==> src/rtl/core_block_ctrl.sv <==
`default_nettype none
// ============================================================================
// Module  : core_block_ctrl
// Brief   : Per-core thread-block launcher: splits a block into warps, issues
//           them, tracks outstanding warps and signals block completion.
// Rev     : 1.0
// ============================================================================
module core_block_ctrl #(
    parameter int NUM_WARPS        = 4,
    parameter int THREADS_PER_WARP = 8
) (
    input  logic                         clk,
    input  logic                         reset,
    input  logic                         start,
    input  logic [7:0]                   block_id,
    input  logic [7:0]                   threads_per_block,
    output logic                         warp_valid,
    input  logic                         warp_ready,
    output logic [$clog2(NUM_WARPS)-1:0] warp_id,
    output logic [15:0]                  warp_thread_base,
    output logic [THREADS_PER_WARP-1:0]  warp_mask,
    input  logic                         retire_valid,
    input  logic [$clog2(NUM_WARPS)-1:0] retire_warp,
    output logic                         done,
    output logic                         cfg_error
);

    localparam int WID_W       = $clog2(NUM_WARPS);
    localparam int NW_W        = $clog2(NUM_WARPS + 1);
    localparam int MAX_THREADS = NUM_WARPS * THREADS_PER_WARP;

    typedef enum logic [2:0] {
        IDLE   = 3'd0,
        LAUNCH = 3'd1,
        ISSUE  = 3'd2,
        DRAIN  = 3'd3,
        DONE   = 3'd4
    } state_t;

    state_t               state_q, state_d;
    logic [WID_W-1:0]     w_q, w_d;
    logic [NW_W-1:0]      nwarps_q, nwarps_d;
    logic [7:0]           rem_q, rem_d;
    logic [15:0]          base_q, base_d;
    logic [NUM_WARPS-1:0] outstanding_q, outstanding_d;
    logic                 cfg_error_q, cfg_error_d;
    logic                 done_q, done_d;

    logic                 tpb_over;
    logic [7:0]           tpb_clamped;
    logic                 last_warp;

    // Launch-time block geometry, derived from the live inputs
    always_comb begin
        tpb_over    = (32'(threads_per_block) > MAX_THREADS);
        tpb_clamped = tpb_over ? 8'(MAX_THREADS) : threads_per_block;
    end

    assign last_warp = (32'(w_q) == (32'(nwarps_q) - 32'd1));

    always_comb begin
        state_d       = state_q;
        w_d           = w_q;
        nwarps_d      = nwarps_q;
        rem_d         = rem_q;
        base_d        = base_q;
        outstanding_d = outstanding_q;
        cfg_error_d   = cfg_error_q;

        case (state_q)
            IDLE: begin
                if (start) begin
                    state_d = LAUNCH;
                end
            end
            LAUNCH: begin
                nwarps_d = NW_W'((32'(tpb_clamped) + THREADS_PER_WARP - 1) / THREADS_PER_WARP);
                rem_d    = tpb_clamped;
                base_d   = 16'(block_id) * 16'(tpb_clamped);
                w_d      = '0;
                if (tpb_over) begin
                    cfg_error_d = 1'b1;
                end
                state_d  = (tpb_clamped == 8'd0) ? DONE : ISSUE;
            end
            ISSUE: begin
                if (warp_ready) begin
                    w_d    = w_q + WID_W'(1);
                    base_d = base_q + 16'(THREADS_PER_WARP);
                    rem_d  = (rem_q > 8'(THREADS_PER_WARP)) ? rem_q - 8'(THREADS_PER_WARP) : 8'd0;
                    if (last_warp) begin
                        state_d = DRAIN;
                    end
                end
            end
            DRAIN: begin
                if (outstanding_q == '0) begin
                    state_d = DONE;
                end
            end
            DONE: begin
                state_d = DONE;
            end
            default: begin
                state_d = IDLE;
            end
        endcase

        // Retire clears first so a same-cycle issue of another warp still lands
        if ((state_q == ISSUE || state_q == DRAIN) && retire_valid) begin
            outstanding_d[retire_warp] = 1'b0;
        end
        if (state_q == ISSUE && warp_ready) begin
            outstanding_d[w_q] = 1'b1;
        end

        done_d = (state_d == DONE);
    end

    always_ff @(posedge clk) begin
        if (reset) begin
            state_q       <= IDLE;
            w_q           <= '0;
            nwarps_q      <= '0;
            rem_q         <= '0;
            base_q        <= '0;
            outstanding_q <= '0;
            cfg_error_q   <= 1'b0;
            done_q        <= 1'b0;
        end else begin
            state_q       <= state_d;
            w_q           <= w_d;
            nwarps_q      <= nwarps_d;
            rem_q         <= rem_d;
            base_q        <= base_d;
            outstanding_q <= outstanding_d;
            cfg_error_q   <= cfg_error_d;
            done_q        <= done_d;
        end
    end

    // Lanes below the remaining thread count are active
    always_comb begin
        warp_mask = '0;
        for (int i = 0; i < THREADS_PER_WARP; i++) begin
            warp_mask[i] = (int'(rem_q) > i);
        end
    end

    assign warp_valid       = (state_q == ISSUE);
    assign warp_id          = w_q;
    assign warp_thread_base = base_q;
    assign done             = done_q;
    assign cfg_error        = cfg_error_q;

endmodule
`default_nettype wire

==> config.mk <==
export PLATFORM = sky130hd
export DESIGN_NAME = core_block_ctrl
export DESIGN_NICKNAME = d
export VERILOG_FILES = /design/src/rtl/core_block_ctrl.sv
export SDC_FILE = /design/constraint.sdc
export NUM_CORES = 1
export LEC_CHECK = 0
export BUFFER_PORTS_ARGS = -buffer_cell sky130_fd_sc_hd__buf_2
export CORE_MARGIN = 3
export CORE_UTILIZATION = 35
export DETAILED_ROUTE_END_ITERATION = 6
export GPL_TIMING_DRIVEN = 0
export PLACE_DENSITY = 0.63
export SLEW_MARGIN = 20
export SYNTH_ARGS = -nofsm -noshare
export SYNTH_HDL_FRONTEND = slang
export SYNTH_SLANG_ARGS = --single-unit
export TNS_END_PERCENT = 20
==> constraint.sdc <==
create_clock -name clk -period 8.1 [get_ports clk]
set_input_delay 0.405 -clock clk [delete_from_list [all_inputs] [get_ports clk]]
set_output_delay 0.405 -clock clk [all_outputs]
set_load 0.01 [all_outputs]
==> impl_metrics.ini, run 1 <==
[outcome]
run_status = complete, no violations

[route]
dr.first_iter.drc_count = 332
wl_mm = 10.8
routed-via-count = 3965
dr.pass1.iters = 4
drt-wirelength-per-cell_um = 14.6
post-route-drc-count = 0
routed_via_density = 5.37
antenna_viol_nets_final = 0

[sta]
setup_total_negative_slack_ns = 0
drv_slew = 0
fin_crit_sh = 0.672
grt_setup_unrepaired = no
worst_slew_margin_rel = 0.564
finalSetupViolations = 0
max_clock_freq_mhz = 184
max_slew.worst_pin.slew_ns = 0.654
setup_slack_ns = 2.66
shortest_period_the_worst_path_allows_ns = 5.44
timing.final.hold_violations = 0
fin_worst_skew_ns = 0.00695

[placement]
dpl_worst_slack_ns = 2.39
globalplace.congestion = 0.874
buffer_ports.inserted = 50
numPlacedInstances = 730
sum_of_net_half_perimeters_after_detailed_placement_mm = 8.66

[global_route]
grt_pass1_wl_mm = 18.6
pin_count_of_the_biggest_net_entering_global_routing = 14
gr-usage-all-layers = 0.169
antenna_found_initial = 0
first_global_vias = 3997
grt.overflow.total = 0

[yosys]
mappedNetlistArea_um2 = 4240
netlist-cell-type-count = 67
most_area_consuming_cells_after_synthesis = sky130_fd_sc_hd__dfxtp_1, sky130_fd_sc_hd__fa_1, sky130_fd_sc_hd__ha_1
syn_avg_cell_area_um2 = 8.11
synth-seq-cells = 38
synth_area_leader_cell = sky130_fd_sc_hd__dfxtp_1
synth_edf_count = 0
synth.yosys.warnings = 0
yosys_most_used_dff = sky130_fd_sc_hd__dfxtp_1
async_flop_share = 0
synthDominantCellAreaShare = 0.179
post_synth_inst_count = 523
share_of_synthesized_area_occupied_by_flip_flops_and_latches = 0.179

[clocking]
clock_tree.htree_level_count = 2
clkSlewWorstSetupHoldPaths_ns = 0.06
cts_made_buffers = 5
cts.hold.buffers_added = 0
cts_tree = built
clock_sinks = 38
worst_skew_pair.late_latency_ns = 0.28
clockRootBuffer = sky130_fd_sc_hd__clkbuf_16
post_cts.repair.setup_buffers = 0
cts.repair.resized = 0
max-clock-path-buffers = 2

[run]
max_capacitance_violation_total = 0

[power]
power.density_nw_per_um2 = 150
ir_worst_vdd_v = 0.0000864
total_leakage_power_nw = 2.37

[worst_setup_path]
criticalPathCategory = input pin to register
worst-endpoint-required_ns = 8.28
rr_startpoint = warp_thread_base[3]$_SDFFE_PP0P_
crit_path_end_kind = register
startpoint_type = input pin
r2r_slack_ns = 6.04
rr_worst_depth = 7
rr_endpoint = warp_thread_base[15]$_SDFFE_PP0P_
worstPathArrival_ns = 5.62
maximum_fanout_count_along_the_critical_path = 10

[floorplanning]
io_pins = 52
core_area_um2 = 11600
die_area_um2 = 13500
initial_utilization = 0.365
die_w_um = 116
fp.dieH_um = 116
rows = 39

[cells_and_area]
finalNonFillerCells = 738
final_common_cell = sky130_fd_sc_hd__buf_2
layout.nets = 696
n_antenna_cell = 0
nFillCells = 1186
drive_above_1_share = 0.146
area.growth.synth_to_final_pct = 14.8
mostFrequentLayoutCells = sky130_fd_sc_hd__buf_2, sky130_fd_sc_hd__inv_1, sky130_fd_sc_hd__nand2_1, sky130_fd_sc_hd__ha_1, sky130_fd_sc_hd__dfxtp_1

[min_path]
holdPathEnd = state_q[0]$_SDFF_PP0_
hp-start = start
worstHoldPathCells = 3
hold_path.class = input pin to register
kinds of logic after synthesis:
| family | synth area share |
|---|---|
| other cells | 0.00177 |
| fa+ha+maj | 0.297 |
| buf+inv | 0.0812 |
| flops | 0.179 |
| simple gates | 0.248 |
| xor+xnor | 0.0145 |
| compound gates | 0.173 |
| mux | 0.00502 |
power by group:
group | leakage (nW) | total (W) | switching [W] | internal, W
sequential | 0.309 | 0.000218 | 0.0000178 | 0.000201
clock | 0.0698 | 0.000194 | 0.0000799 | 0.000114
combinational | 1.99 | 0.000315 | 0.000184 | 0.000131
area by class of cell:
type                    instances  area, um2  share of cell area
well taps                     143        179              0.0368
multi-input cells             416       3190               0.655
clock inverters                 3       21.3             0.00437
flip-flops and latches         38        761               0.156
repair buffers                 50        250              0.0514
clock buffers                   5        125              0.0257
plain buffers                  26        130              0.0267
inverters                      57        214              0.0440
critical path, cell delays in order:
cell and delay, ns:
sky130_fd_sc_hd__buf_2 0.17, sky130_fd_sc_hd__or3_1 0.49, sky130_fd_sc_hd__o31ai_1 0.32, sky130_fd_sc_hd__and3_1 0.20
sky130_fd_sc_hd__buf_2 0.21, sky130_fd_sc_hd__nand2_1 0.10, sky130_fd_sc_hd__fa_1 0.45, sky130_fd_sc_hd__fa_1 0.50
sky130_fd_sc_hd__inv_1 0.06, sky130_fd_sc_hd__fa_1 0.54, sky130_fd_sc_hd__inv_1 0.06, sky130_fd_sc_hd__fa_1 0.52
sky130_fd_sc_hd__inv_1 0.04, sky130_fd_sc_hd__ha_1 0.33, sky130_fd_sc_hd__o211a_1 0.23, sky130_fd_sc_hd__o311ai_0 0.32
sky130_fd_sc_hd__a21oi_1 0.11, sky130_fd_sc_hd__or3_1 0.33, sky130_fd_sc_hd__a31o_2 0.23
worst max path at each step:
stage	slack, ns	endpoint	cells after the start	from
CTS	2.65	warp_thread_base[14]$_SDFFE_PP0P_	19	threads_per_block[0]
detailed placement	2.39	warp_thread_base[14]$_SDFFE_PP0P_	19	threads_per_block[0]
floorplan	2.97	warp_thread_base[14]$_SDFFE_PP0P_	18	threads_per_block[0]
finish	2.66	warp_thread_base[14]$_SDFFE_PP0P_	19	threads_per_block[0]
global route	2.29	warp_thread_base[14]$_SDFFE_PP0P_	19	threads_per_block[0]
global placement	2.41	warp_thread_base[14]$_SDFFE_PP0P_	19	threads_per_block[0]
per-layer routing:
layer  wire, um  part of all wire  track usage  vias up
li1           -                 -            -     1945
met1       5000              0.46        0.230     1908
met2       5100              0.47        0.288      103
met3        599             0.056       0.0272        9
met4         57            0.0053       0.0255        0
met5          0                 0            0        -
registers in the layout, summed over array words and instances, names as in the netlist:
| signal | count |
|---|---|
| nwarps_q | 3 |
| state_q | 3 |
| done | 1 |
| cfg_error | 1 |
| outstanding_q | 4 |
| warp_id | 2 |
| rem_q | 8 |
| warp_thread_base | 16 |
cells in the mapped netlist (all sizes together), types with 2 or more instances:
| cell | count |
|---|---|
| ha | 43 |
| dfxtp | 38 |
| o211a | 2 |
| nor3b | 4 |
| a31oi | 4 |
| a211oi | 7 |
| a21oi | 36 |
| nand3 | 18 |
| a32oi | 2 |
| nand4 | 4 |
| a21o | 3 |
| and4 | 3 |
| a22oi | 7 |
| and3 | 25 |
| nand2 | 43 |
| conb | 2 |
| nand2b | 2 |
| nor2 | 38 |
| a31o | 3 |
| o22ai | 2 |
| a2111o | 2 |
| clkbuf | 14 |
| o211ai | 3 |
| a41oi | 2 |
| o21a | 2 |
| a311oi | 2 |
| or3 | 5 |
| and2 | 22 |
| o31ai | 3 |
| o21ai | 23 |
| nor4 | 2 |
| fa | 36 |
| xor2 | 5 |
| nor2b | 6 |
| nor3 | 18 |
| buf | 12 |
| or3b | 2 |
| xnor2 | 2 |
| inv | 57 |
stage by stage:
| stage | instance area, um2 | util | hold WS (ns) | power (W) |
|---|---|---|---|---|
| after floorplan | 4290 | - | 0.440 | 0.000448 |
| after global placement | 4720 | 0.406 | 0.448 | 0.000533 |
| after detailed placement | 4720 | 0.406 | 0.453 | 0.000536 |
| after CTS | 4870 | 0.419 | 0.432 | 0.000730 |
| after global routing | 4870 | 0.419 | 0.454 | 0.000790 |
| final | 4870 | 0.419 | 0.426 | 0.000728 |
No activity file was read; power rests on OpenSTA's default activity.
==> run 2: changes to the inputs <==
PLACE_DENSITY = 0.65   (was 0.63)
clock period = 4.7 ns   (was 8.1 ns; I/O delays follow)
==> impl_metrics.ini, run 2 (same netlist as run 1, synthesis figures left out) <==
[outcome]
run_status = complete, no violations

[min_path]
hold_path.class = input pin to register

[placement]
dpl_worst_slack_ns = -0.400
globalplace.congestion = 0.901
buffer_ports.inserted = 50
numPlacedInstances = 730
sum_of_net_half_perimeters_after_detailed_placement_mm = 9.01

[worst_setup_path]
startpoint_type = input pin
maximum_fanout_count_along_the_critical_path = 10
criticalPathCategory = input pin to register
crit_path_end_kind = register
worstPathArrival_ns = 4.79
worst-endpoint-required_ns = 4.87

[sta]
fin_worst_skew_ns = 0.00454
holdWs_ns = 0.269
max_clock_freq_mhz = 217
grt_setup_unrepaired = yes
drv_slew = 0
setup_slack_ns = 0.0891
finalSetupViolations = 0
timing.final.hold_violations = 0
worst_slew_margin_rel = 0.553
fin_crit_sh = 0.981
shortest_period_the_worst_path_allows_ns = 4.61
setup_total_negative_slack_ns = 0
max_slew.worst_pin.slew_ns = 0.671

[power]
total_leakage_power_nw = 2.42
power_frac_seq = 0.265
combinationalPowerShare = 0.414
ir_worst_vdd_v = 0.000133
power.density_nw_per_um2 = 281
intPower_w = 0.000913
switching_power_w = 0.000504
clock_power_share = 0.321
p_sw_frac = 0.355

[floorplanning]
initial_utilization = 0.365
fp.dieH_um = 116
die_area_um2 = 13500
io_pins = 52
die_w_um = 116
rows = 39
core_area_um2 = 11600

[global_route]
grt_pass1_wl_mm = 19.3
pin_count_of_the_biggest_net_entering_global_routing = 13
antenna_found_initial = 0
use_met2 = 0.306
groute.layer.met3.usage = 0.0303
grt_use_met1 = 0.232
first_global_vias = 4092
grt.busiest_layer = met2
grt.overflow.total = 0
gr-usage-all-layers = 0.176

[route]
antenna_viol_nets_final = 0
dr.pass1.iters = 4
routed-via-count = 4008
post-route-drc-count = 0
dr.first_iter.drc_count = 250
routed_via_density = 5.42
drt-wirelength-per-cell_um = 15.5
wl_mm = 11.4

[run]
max_capacitance_violation_total = 0

[cells_and_area]
n_antenna_cell = 0
mostFrequentLayoutCells = sky130_fd_sc_hd__buf_2, sky130_fd_sc_hd__inv_1, sky130_fd_sc_hd__nand2_1, sky130_fd_sc_hd__ha_1, sky130_fd_sc_hd__dfxtp_1
final_core_util = 0.434
layout.nets = 698
multi_input_area_um2 = 3290
largest_reg_flops = 16
seqCellArea_um2 = 761
drive_above_1_share = 0.179
final_common_cell = sky130_fd_sc_hd__buf_2
area.growth.synth_to_final_pct = 19.0
finalNonFillerCells = 740
nFillCells = 1197

[clocking]
cts_made_buffers = 5
clkSlewWorstSetupHoldPaths_ns = 0.06
worst_skew_pair.late_latency_ns = 0.28
max-clock-path-buffers = 2
cts.hold.buffers_added = 0
clock_tree.htree_level_count = 2
clockRootBuffer = sky130_fd_sc_hd__clkbuf_16
cts_tree = built
clock_sinks = 38
run 2: changes by cell type in the layout (fill, tap and decap cells not counted), sizes merged:
cell      change
buf           +2
clkinvlp      -1
clkinv        -2
bufinv        +2
clkbuf        +1
run 2: metrics by stage:
step	area, um2	total power, W
3_3_place_gp	4790	0.000941
3_5_place_dp	4790	0.000952
2_1_floorplan	4360	0.000792
6_report	5040	0.00142
4_1_cts	5030	0.00141
5_1_grt	5040	0.00152
run 2: power groups by stage:
stage               Clock, W  Sequential (W)  Combinational (W)
finish              0.000454        0.000375           0.000587
global route        0.000472        0.000379           0.000672
CTS                 0.000454        0.000375           0.000582
detailed placement         0        0.000382           0.000571
global placement           0        0.000381           0.000560
floorplan                  0        0.000381           0.000411
run 2: per-layer routing:
layer  vias up  part of all wire  wire length, um
met2        92              0.48             5450
met3        13             0.046              525
met1      1955              0.47             5370
met4         0            0.0095              109
met5         -                 0                0
li1       1948                 -                -
run 2: worst max-delay path, stage by stage:
cell and delay, ns:
sky130_fd_sc_hd__buf_6 0.12, sky130_fd_sc_hd__or3_4 0.41, sky130_fd_sc_hd__o31ai_4 0.20, sky130_fd_sc_hd__and3_4 0.28
sky130_fd_sc_hd__nand2_2 0.06, sky130_fd_sc_hd__fa_1 0.45, sky130_fd_sc_hd__fa_1 0.51, sky130_fd_sc_hd__inv_2 0.04
sky130_fd_sc_hd__fa_1 0.55, sky130_fd_sc_hd__inv_2 0.04, sky130_fd_sc_hd__fa_1 0.49, sky130_fd_sc_hd__inv_2 0.05
sky130_fd_sc_hd__ha_4 0.24, sky130_fd_sc_hd__o211a_1 0.24, sky130_fd_sc_hd__o311ai_2 0.25, sky130_fd_sc_hd__a21oi_2 0.07
sky130_fd_sc_hd__or3_1 0.31, sky130_fd_sc_hd__a31o_2 0.24
run 2: area by class of cell:
| class | count | share of cell area |
|---|---|---|
| Sequential cell | 38 | 0.151 |
| Multi-Input combinational cell | 416 | 0.652 |
| Timing Repair Buffer | 53 | 0.0553 |
| Buffer | 25 | 0.0250 |
| Tap cell | 143 | 0.0355 |
| Clock buffer | 6 | 0.0275 |
| Clock inverter | 2 | 0.0119 |
| Inverter | 57 | 0.0424 |
run 2: worst paths after layout:
kind	cells past startpoint	to	startpoint	slack [ns]
min reg2reg	2	warp_thread_base[1]$_SDFFE_PP0P_	warp_thread_base[1]$_SDFFE_PP0P_	0.46
max reg2reg	7	rem_q[7]$_SDFFE_PP0P_	state_q[1]$_SDFF_PP0_	2.65
max	18	warp_thread_base[14]$_SDFFE_PP0P_	threads_per_block[0]	0.09
min	3	warp_thread_base[0]$_SDFFE_PP0P_	threads_per_block[0]	0.27
run 2: timing repair:
item	in CTS	in global routing
pin swaps	6	4
setup buffers	3	0
endpoints found under the setup margin	4	5
resized for setup	6	7
